[src/rtl/decode_sequencer_pkg.sv]
`default_nettype none
// ---------------------------------------------------------------------------
// decode_pkg: opcodes, buffer state type and control-op helper for decode_sequencer
// Revision 1.0
// ---------------------------------------------------------------------------
package decode_pkg;

  localparam logic [6:0] OP_IMM    = 7'b0010011;
  localparam logic [6:0] OP_LOAD   = 7'b0000011;
  localparam logic [6:0] OP_STORE  = 7'b0100011;
  localparam logic [6:0] OP_BRANCH = 7'b1100011;
  localparam logic [6:0] OP_LUI    = 7'b0110111;
  localparam logic [6:0] OP_JAL    = 7'b1101111;
  localparam logic [6:0] OP_JALR   = 7'b1100111;

  // Encoding doubles as the occupancy count.
  typedef enum logic [1:0] {
    EMPTY = 2'd0,
    HALF  = 2'd1,
    FULL  = 2'd2
  } state_t;

  function automatic logic is_ctrl_op(input logic [6:0] op);
    return (op == OP_BRANCH) || (op == OP_JAL) || (op == OP_JALR);
  endfunction

endpackage
`default_nettype wire

[src/rtl/decode_sequencer_if.sv]
`default_nettype none
// ---------------------------------------------------------------------------
// decode_sequencer_if: fetch-side and execute-side handshakes of the sequencer
// Revision 1.0
// ---------------------------------------------------------------------------
interface decode_sequencer_if;

  logic        in_valid;
  logic        in_ready;
  logic [31:0] in_instr;
  logic [31:0] in_pc;
  logic        flush;
  logic        out_valid;
  logic        out_ready;
  logic [31:0] out_instr;
  logic [31:0] out_pc;
  logic [31:0] out_imm;
  logic [31:0] out_target;
  logic        out_is_ctrl;

  // Sequencer side.
  modport slave (
    input  in_valid, in_instr, in_pc, flush, out_ready,
    output in_ready, out_valid, out_instr, out_pc, out_imm, out_target, out_is_ctrl
  );

  // Fetch/execute environment side.
  modport master (
    output in_valid, in_instr, in_pc, flush, out_ready,
    input  in_ready, out_valid, out_instr, out_pc, out_imm, out_target, out_is_ctrl
  );

endinterface
`default_nettype wire

[src/rtl/decode_sequencer_imm_extract.sv]
`default_nettype none
// ---------------------------------------------------------------------------
// imm_extract: combinational RV32 immediate formatter (I/S/B/U/J, else zero)
// Revision 1.0
// ---------------------------------------------------------------------------
module imm_extract
  import decode_pkg::*;
(
  input  logic [31:0] instr_i,
  output logic [31:0] imm_o
);

  always_comb begin
    imm_o = 32'h0;
    case (instr_i[6:0])
      OP_IMM, OP_LOAD, OP_JALR:
        imm_o = {{20{instr_i[31]}}, instr_i[31:20]};
      OP_STORE:
        imm_o = {{20{instr_i[31]}}, instr_i[31:25], instr_i[11:7]};
      OP_BRANCH:
        imm_o = {{19{instr_i[31]}}, instr_i[31], instr_i[7], instr_i[30:25],
                 instr_i[11:8], 1'b0};
      OP_LUI:
        imm_o = {instr_i[31:12], 12'h000};
      OP_JAL:
        imm_o = {{11{instr_i[31]}}, instr_i[31], instr_i[19:12], instr_i[20],
                 instr_i[30:21], 1'b0};
      default:
        imm_o = 32'h0;
    endcase
  end

endmodule
`default_nettype wire

[src/rtl/decode_sequencer.sv]
`default_nettype none
// ---------------------------------------------------------------------------
// decode_sequencer: 2-entry fetch->execute buffer presenting decoded immediate
// Optional macro DECODE_SEQ_TARGET_EN enables the out_target adder. Rev 1.0
// ---------------------------------------------------------------------------
module decode_sequencer
  import decode_pkg::*;
#(
  parameter int DEPTH_W = 1
) (
  input  logic              clk,
  input  logic              rst_n,
  decode_sequencer_if.slave bus
);

  localparam int                   DEPTH   = 1 << DEPTH_W;
  localparam logic [DEPTH_W-1:0]   PTR_ONE = DEPTH_W'(1);

  state_t               state_q, state_d;
  logic                 in_ready_q, in_ready_d;
  logic [DEPTH_W-1:0]   wr_ptr_q, wr_ptr_d;
  logic [DEPTH_W-1:0]   rd_ptr_q, rd_ptr_d;
  logic [31:0]          instr_q [DEPTH];
  logic [31:0]          pc_q    [DEPTH];

  logic                 push;
  logic                 pop;
  logic [31:0]          head_instr;
  logic [31:0]          head_pc;
  logic [31:0]          head_imm;

  // Flush takes priority over both handshakes in the same cycle.
  always_comb begin
    push       = bus.in_valid && in_ready_q && !bus.flush;
    pop        = (state_q != EMPTY) && bus.out_ready && !bus.flush;
    state_d    = state_q;
    wr_ptr_d   = wr_ptr_q;
    rd_ptr_d   = rd_ptr_q;

    if (bus.flush) begin
      state_d  = EMPTY;
      wr_ptr_d = '0;
      rd_ptr_d = '0;
    end else begin
      case (state_q)
        EMPTY:   if (push) state_d = HALF;
        HALF: begin
          if (push && !pop)      state_d = FULL;
          else if (pop && !push) state_d = EMPTY;
        end
        FULL:    if (pop) state_d = HALF;
        default: state_d = EMPTY;
      endcase
      if (push) wr_ptr_d = wr_ptr_q + PTR_ONE;
      if (pop)  rd_ptr_d = rd_ptr_q + PTR_ONE;
    end

    // Ready comes from a flop so it never depends on out_ready in-cycle.
    in_ready_d = (state_d != FULL);
  end

  always_ff @(posedge clk or negedge rst_n) begin
    if (!rst_n) begin
      state_q    <= EMPTY;
      in_ready_q <= 1'b0;
      wr_ptr_q   <= '0;
      rd_ptr_q   <= '0;
    end else begin
      state_q    <= state_d;
      in_ready_q <= in_ready_d;
      wr_ptr_q   <= wr_ptr_d;
      rd_ptr_q   <= rd_ptr_d;
    end
  end

  always_ff @(posedge clk or negedge rst_n) begin
    if (!rst_n) begin
      for (int i = 0; i < DEPTH; i++) begin
        instr_q[i] <= 32'h0;
        pc_q[i]    <= 32'h0;
      end
    end else if (push) begin
      instr_q[wr_ptr_q] <= bus.in_instr;
      pc_q[wr_ptr_q]    <= bus.in_pc;
    end
  end

  assign head_instr = instr_q[rd_ptr_q];
  assign head_pc    = pc_q[rd_ptr_q];

  imm_extract u_imm_extract (
    .instr_i (head_instr),
    .imm_o   (head_imm)
  );

  assign bus.in_ready    = in_ready_q;
  assign bus.out_valid   = (state_q != EMPTY);
  assign bus.out_instr   = head_instr;
  assign bus.out_pc      = head_pc;
  assign bus.out_imm     = head_imm;
  assign bus.out_is_ctrl = is_ctrl_op(head_instr[6:0]);

`ifdef DECODE_SEQ_TARGET_EN
  assign bus.out_target  = head_pc + head_imm;
`else
  assign bus.out_target  = 32'h0;
`endif

endmodule
`default_nettype wire

[src/flat_wrapper.sv]
// flat-port wrapper written by rule: the top's interface ports become plain ports
module decode_sequencer_flat import decode_pkg::*;
#(
  parameter int DEPTH_W = 1
)
  (clk, rst_n, bus_in_valid, bus_in_instr, bus_in_pc, bus_flush, bus_out_ready, bus_in_ready, bus_out_valid, bus_out_instr, bus_out_pc, bus_out_imm, bus_out_target, bus_out_is_ctrl);
  decode_sequencer_if bus_i ();
  input  logic clk;
  input  logic rst_n;
  input wire logic [$bits(bus_i.in_valid)-1:0] bus_in_valid;
  input wire logic [$bits(bus_i.in_instr)-1:0] bus_in_instr;
  input wire logic [$bits(bus_i.in_pc)-1:0] bus_in_pc;
  input wire logic [$bits(bus_i.flush)-1:0] bus_flush;
  input wire logic [$bits(bus_i.out_ready)-1:0] bus_out_ready;
  output wire logic [$bits(bus_i.in_ready)-1:0] bus_in_ready;
  output wire logic [$bits(bus_i.out_valid)-1:0] bus_out_valid;
  output wire logic [$bits(bus_i.out_instr)-1:0] bus_out_instr;
  output wire logic [$bits(bus_i.out_pc)-1:0] bus_out_pc;
  output wire logic [$bits(bus_i.out_imm)-1:0] bus_out_imm;
  output wire logic [$bits(bus_i.out_target)-1:0] bus_out_target;
  output wire logic [$bits(bus_i.out_is_ctrl)-1:0] bus_out_is_ctrl;
  assign bus_i.in_valid = bus_in_valid;
  assign bus_i.in_instr = bus_in_instr;
  assign bus_i.in_pc = bus_in_pc;
  assign bus_i.flush = bus_flush;
  assign bus_i.out_ready = bus_out_ready;
  assign bus_in_ready = bus_i.in_ready;
  assign bus_out_valid = bus_i.out_valid;
  assign bus_out_instr = bus_i.out_instr;
  assign bus_out_pc = bus_i.out_pc;
  assign bus_out_imm = bus_i.out_imm;
  assign bus_out_target = bus_i.out_target;
  assign bus_out_is_ctrl = bus_i.out_is_ctrl;
  decode_sequencer #(.DEPTH_W(DEPTH_W)) u_core (.clk(clk), .rst_n(rst_n), .bus(bus_i));
endmodule
[config.mk]
export PLATFORM = sky130hd
export DESIGN_NAME = decode_sequencer_flat
export DESIGN_NICKNAME = d
export VERILOG_FILES = /design/src/rtl/decode_sequencer_pkg.sv /design/src/rtl/decode_sequencer_if.sv /design/src/rtl/decode_sequencer_imm_extract.sv /design/src/rtl/decode_sequencer.sv /design/src/flat_wrapper.sv
export SDC_FILE = /design/constraint.sdc
export NUM_CORES = 1
export LEC_CHECK = 0
export CORE_MARGIN = 3
export CORE_UTILIZATION = 51
export DETAILED_ROUTE_END_ITERATION = 8
export GPL_ROUTABILITY_DRIVEN = 0
export PLACE_DENSITY = 0.82
export SYNTH_ARGS = -nofsm -noshare
export SYNTH_HDL_FRONTEND = slang
export SYNTH_SLANG_ARGS = --single-unit
[constraint.sdc]
create_clock -name clk -period 5.7 [get_ports clk]
set_clock_uncertainty 0.05 [all_clocks]
set_input_delay 0.855 -clock clk [delete_from_list [all_inputs] [get_ports clk]]
set_output_delay 0.855 -clock clk [all_outputs]
set_load 0.02 [all_outputs]
Word level (Yosys, flattened, before mapping) --
Cells that the tools add are included.
Word-level totals: bits of input ports 69, output and inout port bits 131, logic and storage cells 63, flip-flop bits (word level) 133
Cells by class: bitwise gates (word level) 2, reduce and logical (&&, ||, !) cells 17, eq/ne operators 10, muxes and demuxes 21, $lt $le $gt $ge 3, add/subtract/negate cells 2
Operators with widths (count):
- 32-bit two-way mux | 7
- 32-bit case mux with 5 select lines | 1
- 64-bit bitwise mux | 2
- 32-bit demux with 1-bit select | 1
- 7-bit equality test, second input constant | 3
- 7-bit by 6-bit equality test with 1-bit output, second input constant | 2
- 2-bit two-way mux | 5
- 7-bit by 2-bit equality test with 1-bit output, second input constant | 1
- 7-bit by 5-bit equality test with 1-bit output, second input constant | 1
- 1-bit logical AND | 7
- 2-bit case mux with 3 select lines | 1
- 2-bit nonzero test | 3
- 2-bit >= comparator, second input constant | 2
- 1-bit two-way mux | 4
- 1-bit inverter with 2-bit output | 2
- 1-bit zero test | 3
- 3-bit OR reduction | 1
- 1-bit adder, second input constant | 2
- 2-bit by 1-bit equality test with 1-bit output, second input constant | 1
- 2-bit equality test, second input constant | 1
- 2-bit zero test | 1
- 1-bit logical OR | 2
- 2-bit by 1-bit < comparator with 1-bit output, second input constant | 1
- 2-bit inequality test, second input constant | 1

Depth between registers and ports, before layout --
Gate-level depths: netlist of the first run.
depth after elaboration 9, depth in mapped cells 6

Modules after synthesis --
Synthesis of the first run repeated with hierarchy kept, for this count alone.
Second synthesis, totals: cells, all modules 487, area, all modules 6691.4 um^2
Modules (own cells, without submodules):
- decode_sequencer | sequential area each 3328.2 um^2, cells each 402, times used 1, area each 6047.0 um^2
- imm_extract | sequential area each 0.0 um^2, cells each 85, times used 1, area each 644.4 um^2

Least setup slack after synthesis of the first run --
OpenSTA, ideal clock, no wires.
kind reg2out, start point reg u_core.rd_ptr_q, end point out bus_out_imm[21], stages on the path, launching flop included 6, setup slack 2.957 ns, required time 4.795 ns, arrival time 1.838 ns, path buffers 1, cells stage by stage dfrtp_1 -> buf_6 -> mux2_2 -> a211oi_1 -> nand2_2 -> o22ai_1
Between the ends: word-level cells in the longest chain between the ends 7, elaborated cells between the ends (all ways) 13, classes of those cells 7 x eq/ne; 4 x mux; 1 x bitwise; 1 x reduce/logical
RTL lines:
- start, declared | line decode_sequencer.sv:22 | logic [DEPTH_W-1:0] rd_ptr_q, rd_ptr_d;
- start signal, assigned | line decode_sequencer.sv:72 | rd_ptr_q <= rd_ptr_d;
- 1-bit inverter with 2-bit output (implied by the code) (*) | line decode_sequencer.sv:88 | assign head_instr = instr_q[rd_ptr_q];
- 32-bit two-way mux (implied by the code) (*) (3 in series) | line decode_sequencer.sv:88
- net bus_out_instr[6] | line flat_wrapper.sv:17 | output wire logic [$bits(bus_i.out_instr)-1:0] bus_out_instr;
- 7-bit by 5-bit equality test with 1-bit output, or another cell as far along | line decode_sequencer_imm_extract.sv:15 | case (instr_i[6:0])
- 3-bit OR reduction | line decode_sequencer_imm_extract.sv:15
- 32-bit case mux with 5 select lines (*) | line decode_sequencer_imm_extract.sv:15
- end, declared | line flat_wrapper.sv:19 | output wire logic [$bits(bus_i.out_imm)-1:0] bus_out_imm;
The timed path passes the listed nets; every way through them passes the cells marked *. The select of a mux whose other input is x is not followed.

Worst setup path after layout of the first run --
start point reg u_core.rd_ptr_q, end point out bus_out_imm[13]
Between the ends: word-level cells in the longest chain between the ends 7, elaborated cells between the ends (all ways) 13, classes of those cells 7 x eq/ne; 4 x mux; 1 x bitwise; 1 x reduce/logical
RTL lines (line):
- 1-bit inverter with 2-bit output (implied by the code) (*) | decode_sequencer.sv:88
- 32-bit two-way mux (implied by the code) (*) (3 in series) | decode_sequencer.sv:88
- 7-bit by 5-bit equality test with 1-bit output, or another cell as far along | decode_sequencer_imm_extract.sv:15
- 3-bit OR reduction | decode_sequencer_imm_extract.sv:15
- 32-bit case mux with 5 select lines (*) | decode_sequencer_imm_extract.sv:15
Mark *: on every way between the ends. The rest lies on a longest branch, timed or not. The select of a mux whose other input is x is not followed.

==> results of run 1 <==
==> worst max-delay path, stage by stage (launching register included) <==
cell and delay (ns):
dfrtp_4 0.69, buf_4 0.65, mux2i_2 0.27, buf_4 0.26
inv_1 0.08, o21ai_1 0.28, o21ai_0 0.19, clkdlybuf4s50_1 0.58
==> cells in the mapped netlist, drive strengths merged <==
library cell    n  share of area
a211oi          2         0.0042
inv            28          0.016
nand4b          3         0.0063
a222oi          1         0.0015
nand2b          2         0.0019
dfrtp         133           0.50
o21ai          11         0.0089
nor2           12         0.0068
buf            54          0.055
o22a            1         0.0013
mux2i          26          0.039
conb            1        0.00057
or2             3         0.0028
a2111oi         2         0.0083
and3            1        0.00095
a22oi           3         0.0034
and2            1         0.0013
nor4b           1         0.0013
o2bb2ai         1         0.0013
nand3           5         0.0038
a211o           1         0.0013
a2bb2oi         1         0.0013
o31ai           1         0.0011
xnor2           1         0.0013
nor3            3         0.0030
o22ai          15          0.018
nor4bb          1         0.0015
a21oi           3         0.0023
nand3b          2         0.0023
nand2           5         0.0032
nor2b           5         0.0047
xor2            2         0.0027
a22o            1         0.0013
mux2          166           0.28
nand4bb         2         0.0034
==> registers in the layout, summed over array words and instances, names as in the netlist <==
signal / count
u_core.wr_ptr_q: 1
u_core.pc_q: 64
u_core.state_q: 2
u_core.bus.in_ready: 1
u_core.rd_ptr_q: 1
u_core.instr_q: 64
==> kinds of logic (layout without fill, tap and decap cells) <==
logic type	Yosys count	count (layout)	share of synthesized area
multiplexers	192	192	0.322
flip-flops	133	133	0.504
buffers and inverters	82	233	0.0712
AND/OR/NAND/NOR	46	46	0.0434
AO/OA/AOI/OAI	43	43	0.0544
XOR/XNOR	3	3	0.00398
other	1	32	0.000568
==> path summary, 6_finish.rpt <==
kind	end	from
setup / recovery	bus_out_imm[13]	u_core.rd_ptr_q
hold / removal	u_core.pc_q[26]	u_core.pc_q[26]
setup reg to reg	u_core.instr_q[29]	u_core.bus.in_ready
hold reg to reg	u_core.pc_q[26]	u_core.pc_q[26]
max in group asynchronous	u_core.rd_ptr_q	rst_n
min in group asynchronous	u_core.instr_q[46]	rst_n
==> area by class of cell <==
cell class | count | area, um2
fillers | 883 | 3460
flip-flops and latches | 133 | 3330
multi-input cells | 316 | 2930
repair buffers | 173 | 1710
clock buffers | 22 | 454
well taps | 168 | 210
clock inverters | 10 | 106
inverters | 28 | 105
==> layer usage <==
metal | wire length [um] | global-route usage
met3 | 1390 | 0.0905
met1 | 5890 | 0.257
met4 | 160 | 0.0709
met5 | 0 | 0
met2 | 7460 | 0.360
==> where the power goes <==
part           internal [mW]  switching (mW)
Sequential              1.20           0.165
Clock                  0.650           0.373
Combinational          0.621           0.545
Total                   2.47            1.08
==> stage by stage <==
step                cells  cell area (um2)   util  worst slack, ns
finish                850             8860  0.719             1.34
global route          850             8860  0.719             1.16
CTS                   850             8860  0.719             1.30
detailed placement    818             8300  0.674             1.74
global placement      818             8300  0.674             1.81
floorplan             531             6720      -             2.96
==> flow_summary.yaml, run 1 <==
outcome:
  status: "finished, final reports clean"
synthesis:
  ys_seq_area_frac: 0.504
  yosysWarningCount: 0
  netlist_area_um2: 6600
  synth_cells: 500
  syn_area_per_cell_um2: 13.2
  ys_types: 44
  ys_ff_latch: 133
timing:
  hold_slack_ns: 0.449
  maxSlewViolCount: 0
  fmax_mhz: 229
  worst_pin_slew_ns: 1.12
  finalSetupViolations: 0
  hold_viol: 0
  final_min_period_over_clock_period: 0.765
  period_minus_slack_ns: 4.36
  slew_headroom: 0.255
  fin_tns_setup_ns: 0
  rsz0062_at_grt: "no"
drt:
  dr.pass1.iters: 4
  viasPerCell: 5.26
  routed_wl_um: 14900
  drc_errors: 0
  drtIter0Drc: 195
  antenna_left: 0
  routedWlPerCell_um: 17.5
  vias: 4469
cts:
  ctsHoldBuffers: 0
  cts_made_buffers: 17
  clkLatencyLatePin_ns: 0.41
  cts_resized: 0
  postCtsSetupBuffers: 0
  clk_path_buf_depth: 2
  clock-sinks: 133
  clk_pin_slew_worst_paths_ns: 0.05
  h-tree-depth: 4
  cts_tree: "done"
  root_buffer: "clkbuf_16"
power_and_ir_drop:
  p_total_mw: 3.56
  ir_drop_mv: 0.312
  power.leakage_nw: 3.73
  power.density_nw_per_um2: 402
setup_path:
  worstSetupStartpointType: "flip-flop"
  crit_fanout: 46
  cp.arrival_ns: 3.45
  rrSetupSlack_ns: 3.25
  worst_r2r_path_depth: 5
  worstPathRequired_ns: 4.80
  endpoint_kind: "primary output"
  crit_type: "flip-flop to primary output"
global_route:
  grt_start_max_net_pins: 92
  grt.total_usage: 0.217
  antenna_found_initial: 0
  grt_pass1_vias: 4894
  overflow: 0
  grt_pass1_wl_um: 24600
floorplanning:
  start_util: 0.536
  die_h_um: 120
  die_area_um2: 14300
  coreArea_um2: 12300
  die_x_um: 120
  io_pins: 200
  num_rows: 40
cells_and_area:
  mostFrequentLayoutCells: "mux2_2 (166), clkdlybuf4s50_1 (166), dfrtp_1 (132)"
  area_delta_synth_final_pct: 34.1
  nets: 738
  antenna_cells: 0
  drive_gt1_frac: 0.321
placed_design:
  port_buffers: 167
  place.detailed.hpwl_um: 10800
worst_hold_path:
  hp-class: "flip-flop to flip-flop"
  min_path_cells: 1
flow_run:
  cap_violations: 0
Note: power is estimated with default switching activity, not from simulation.
==> run 2: changes to the inputs <==
Settings changed: CORE_UTILIZATION 51 to 48, PLACE_DENSITY 0.82 to 0.78.
Clock period 5.7 ns to 4.35 ns, I/O delays scaled along.
==> run 2 against run 1 <==
Against the previous run:
- setup slack got worse by 0.95 ns
- clock-buffer cell count decreased by 4
- register-to-register slack got worse by 1.1 ns
- wire length increased by 0.77%
- critical path depth decreased by 1
- global-route usage decreased by 1.3 points
- sequential share of layout area decreased by 0.37 points
- final area increased by 0.99%
- largest power group unchanged
==> flow_summary.yaml, run 2 (synthesis gave the netlist of run 1 again) <==
setup_path:
  crit_fanout: 50
  endpoint: "bus_out_imm[12]"
  endpoint_kind: "primary output"
  worst_r2r_path_depth: 5
  timing.rr.start: "u_core.bus.in_ready"
  crit_chain: "buf_4 > mux2i_1 > inv_1 > o21ai_1 > o21ai_0 > clkdlybuf4s50_1"
  slowest_stage: "buf_4"
  r2r_end: "u_core.pc_q[7]"
  worstPathRequired_ns: 3.65
  cp-startpoint: "u_core.rd_ptr_q"
  worstSetupStartpointType: "flip-flop"
  rrSetupSlack_ns: 2.19
  crit_type: "flip-flop to primary output"
  critPathMaxStageDelay_ns: 0.71
  cp.arrival_ns: 3.25
global_route:
  grt_start_max_net_pins: 81
  grt_busiest_layer: "met2"
  grt_pass1_vias: 4691
  grt.total_usage: 0.204
  antenna_found_initial: 1
  overflow: 0
  use_met2: 0.346
  gr-usage-met3: 0.0833
  use_met1: 0.233
  grt_pass1_wl_um: 23800
cells_and_area:
  largestRegisters: "u_core.instr_q (64), u_core.pc_q (64), u_core.state_q (2)"
  nets: 738
  mostFrequentLayoutCells: "mux2_2 (166), clkdlybuf4s50_1 (166), dfrtp_1 (132)"
  final_util: 0.670
  multi_input_area_um2: 2930
  n_fill_cell: 989
  area_delta_synth_final_pct: 35.4
  drive_gt1_frac: 0.326
  seq_area_um2: 3330
  final_area_um2: 8940
drt:
  dr.pass1.iters: 4
  routed_wl_um: 15000
  drtIter0Drc: 157
  viasPerCell: 5.21
  drc_errors: 0
  antenna_left: 0
  routedWlPerCell_um: 17.5
  vias: 4478
floorplanning:
  die_h_um: 123
  die_area_um2: 15200
  num_rows: 42
  start_util: 0.495
  io_pins: 200
  die_x_um: 123
  coreArea_um2: 13300
placed_design:
  place.detailed.hpwl_um: 10500
  dpl_cell_area_um2: 8330
  port_buffers: 167
power_and_ir_drop:
  ir_drop_mv: 0.358
  power.leakage_nw: 3.75
  power.density_nw_per_um2: 535
cts:
  ctsHoldBuffers: 0
  root_buffer: "clkbuf_16"
  clock-sinks: 133
  postCtsSetupBuffers: 0
  h-tree-depth: 4
  cts_made_buffers: 17
  cts_resized: 0
  cts_tree: "done"
  clk_pin_slew_worst_paths_ns: 0.06
  clk_path_buf_depth: 2
  clkLatencyLatePin_ns: 0.42
timing:
  period_minus_slack_ns: 3.95
  final_min_period_over_clock_period: 0.909
  hold_viol: 0
  fmax_mhz: 253
  rsz0062_at_grt: "no"
  maxSlewViolCount: 0
  slew_headroom: 0.306
  fin_tns_setup_ns: 0
  worst_pin_slew_ns: 1.04
  finalSetupViolations: 0
flow_run:
  cap_violations: 0
outcome:
  status: "finished, final reports clean"
worst_hold_path:
  hp-class: "input pin to asynchronous set/reset pin"
## run 2: power by group
part / internal (mW) / switching (mW)
combinational: 0.814 / 0.713
sequential: 1.58 / 0.212
clock: 0.921 / 0.550
total: 3.31 / 1.48
## run 2: worst min path at each step
| stage | cells past startpoint | start | slack [ns] | to |
|---|---|---|---|---|
| global placement | 1 | u_core.pc_q[13] | 0.43 | u_core.pc_q[13] |
| finish | 1 | rst_n | 0.34 | u_core.instr_q[6] |
| floorplan | 0 | rst_n | 0.31 | u_core.bus.in_ready |
| global route | 1 | rst_n | 0.42 | u_core.instr_q[34] |
| CTS | 1 | rst_n | 0.39 | u_core.instr_q[6] |
| detailed placement | 1 | u_core.pc_q[11] | 0.44 | u_core.pc_q[11] |
## run 2: layer usage
layer | wire (um) | part of all wire
met1 | 5950 | 0.40
met2 | 7320 | 0.49
met3 | 1460 | 0.097
met4 | 293 | 0.020
met5 | 0 | 0
## run 2: layout make-up
| cell class | instances | area share |
|---|---|---|
| multi-input cells | 316 | 0.328 |
| clock inverters | 14 | 0.0196 |
| flip-flops and latches | 133 | 0.373 |
| well taps | 176 | 0.0246 |
| diodes | 1 | 0.000280 |
| inverters | 28 | 0.0118 |
| repair buffers | 173 | 0.194 |
| clock buffers | 18 | 0.0491 |
## run 2: worst max-delay path: cells and delay by family, from the launching register on
kind | cells | cell delay (ns)
DFF | 1 | 0.65
AOI/OAI and AO/OA | 2 | 0.48
muxes | 1 | 0.31
buffers and inverters | 3 | 1.37
## run 2: stage by stage
step / setup WS (ns) / power (mW) / instances / hold slack, ns
after CTS: 0.368 / 4.83 / 858 / 0.394
after global placement: 0.878 / 3.28 / 826 / 0.431
final: 0.396 / 4.79 / 859 / 0.337
after floorplan: 1.81 / 2.72 / 531 / 0.307
after global routing: 0.175 / 5.02 / 859 / 0.423
after detailed placement: 0.825 / 3.34 / 826 / 0.440
==> run 3: changes to the inputs <==
Settings changed: ABC_AREA from default to 1, CORE_MARGIN 3 to default, HOLD_SLACK_MARGIN from default to 0.12, PLACE_DENSITY 0.78 to 0.77.
==> run 3 against run 2 <==
Against the previous run:
- utilization fell by 0.69 points
- clock power fell by 5%
- first-iteration DRC count rose to 2.8 times the previous value
- sequential power fell by 7%
- sequential cell count did not move
- sequential share of layout area rose by 0.21 points
- power fell by 12%
- final area fell by 0.64%
==> flow_summary.yaml, run 3 <==
outcome:
  status: "finished, final reports clean"
synthesis:
  ys_types: 29
  synth_area_leader_cell: "dfrtp_1"
  synth.area.top_cells: "dfrtp_1 (50%), nand2_1 (21%), o21ai_0 (10%), inv_1 (5.3%), buf_4 (3.9%)"
  ys_async_sr_fraction: 1.00
  yosysWarningCount: 0
  synth_cells: 887
  yosys.area.top_type_share: 0.498
  post-synth-top-count-cell: "nand2_1"
  netlist_area_um2: 6680
  ys_ff_latch: 133
  syn_area_per_cell_um2: 7.53
  ys_seq_area_frac: 0.498
  synthTopCellsByCount: "nand2_1 (365), o21ai_0 (135), dfrtp_1 (133)"
  synth_edf_count: 0
  ys_dominant_reg_cell: "dfrtp_1"
timing:
  worst_slack_ns: 0.495
  final_min_period_over_clock_period: 0.886
  period_minus_slack_ns: 3.85
  slew_headroom: 0.398
  fin_tns_setup_ns: 0
  maxSlewViolCount: 0
  fmax_mhz: 259
  worst_pin_slew_ns: 0.902
  hold_viol: 0
  finalSetupViolations: 0
  rsz0062_at_grt: "no"
setup_path:
  worstSetupStartpointType: "flip-flop"
  cp-startpoint: "u_core.rd_ptr_q"
  crit_type: "flip-flop to primary output"
  crit_fanout: 36
  worstPathRequired_ns: 3.65
  cp.arrival_ns: 3.15
  endpoint_kind: "primary output"
  timing.rr.start: "u_core.bus.in_ready"
cts:
  h-tree-depth: 4
  clkLatencyLatePin_ns: 0.42
  root_buffer: "clkbuf_16"
  cts_made_buffers: 17
  cts_resized: 0
  clk_pin_slew_worst_paths_ns: 0.06
  postCtsSetupBuffers: 0
  cts_tree: "done"
  ctsHoldBuffers: 0
  clk_path_buf_depth: 2
  clock-sinks: 133
drt:
  viasPerCell: 4.84
  drtIter0Drc: 443
  drc_errors: 0
  routedWlPerCell_um: 13.1
  dr.pass1.iters: 5
  antenna_left: 0
  routed_wl_um: 16000
  vias: 5918
placed_design:
  detailedPlace.worstSlack_ns: 0.964
  place.detailed.hpwl_um: 10900
  port_buffers: 167
cells_and_area:
  area_delta_synth_final_pct: 33.0
  antenna_cells: 0
  layout_commonest_cell: "nand2_1"
  drive_gt1_frac: 0.0707
  mostFrequentLayoutCells: "nand2_1 (365), clkdlybuf4s50_1 (166), o21ai_0 (135)"
  largestRegisters: "u_core.instr_q (64), u_core.pc_q (64), u_core.state_q (2)"
  nets: 1103
global_route:
  grt_pass1_vias: 5325
  grt_start_max_net_pins: 102
  grt_pass1_wl_um: 26100
  overflow: 0
  antenna_found_initial: 1
  grt.total_usage: 0.234
power_and_ir_drop:
  pwr-share-clk: 0.333
  seqPwrFrac: 0.393
  combPwrFrac: 0.274
  intPower_mw: 2.84
  p_sw_frac: 0.326
  power.leakage_nw: 4.66
  p_switching_mw: 1.37
  power.density_nw_per_um2: 474
  ir_drop_mv: 0.275
  p_total_mw: 4.21
worst_hold_path:
  hp-class: "input pin to asynchronous set/reset pin"
floorplanning:
  die_x_um: 120
  start_util: 0.499
  coreArea_um2: 13400
  die_area_um2: 14400
  num_rows: 42
  io_pins: 200
  die_h_um: 120
flow_run:
  cap_violations: 0
==> run 3: cell families (layout without fill, tap and decap cells) <==
logic type	Yosys count	count (layout)	synth area share
and+or+nand+nor	435	435	0.266
buffers and inverters	176	305	0.126
other	1	32	0.000561
DFF	133	133	0.498
AOI/OAI and AO/OA	142	142	0.109
==> run 3: layout make-up <==
cell class              count  area, um2
fillers                  1165       4510
flip-flops and latches    133       3330
multi-input cells         609       2640
repair buffers            175       1750
clock buffers              18        429
inverters                  98        373
well taps                 176        220
clock inverters            14        153
==> run 3: critical path, cell delays in order (launching register included) <==
cell and delay [ns]:
dfrtp_2 0.55, inv_6 0.28, nand2_1 0.10, nand2_1 0.09, nand2_1 0.10, nor2_2 0.39
nand2_1 0.20, nand2_1 0.16, nand2_1 0.14, nand3_1 0.11, clkdlybuf4s50_1 0.61
==> run 3: metal layers <==
metal / share of wire / GRT usage / routed length (um) / up-vias
met5: 0 / 0 / 0 / -
met4: 0.016 / 0.0844 / 256 / 0
met3: 0.076 / 0.0627 / 1220 / 20
met2: 0.47 / 0.365 / 7530 / 247
met1: 0.44 / 0.313 / 6970 / 2701
li1: - / - / - / 2950
==> run 3: power by group through the flow <==
stage          registers (mW)  logic [mW]  clock network, mW
6_report                 1.66        1.15               1.40
5_1_grt                  1.69        1.27               1.48
4_1_cts                  1.66        1.16               1.43
3_5_place_dp             1.67        1.15                  0
3_3_place_gp             1.66        1.14                  0
2_1_floorplan            1.63       0.708                  0
==> run 3: path summary, 6_finish.rpt <==
path | endpoint | slack (ns) | cells after the start
min reg2reg | u_core.instr_q[58] | 0.43 | 2
max | bus_out_imm[29] | 0.50 | 10
min | u_core.pc_q[37] | 0.26 | 1
min in group clk | u_core.instr_q[58] | 0.43 | 2
max reg2reg | u_core.pc_q[22] | 2.49 | 5
max in group asynchronous | u_core.instr_q[42] | 2.97 | 2
==> run 3: through the flow <==
stage / util / cell area [um2] / hold slack (ns) / instances
global placement: 0.620 / 8300 / 0.410 / 1191
CTS: 0.663 / 8890 / 0.319 / 1223
detailed placement: 0.620 / 8300 / 0.416 / 1191
global route: 0.663 / 8890 / 0.355 / 1223
finish: 0.663 / 8890 / 0.263 / 1223
floorplan: - / 6800 / 0.307 / 918
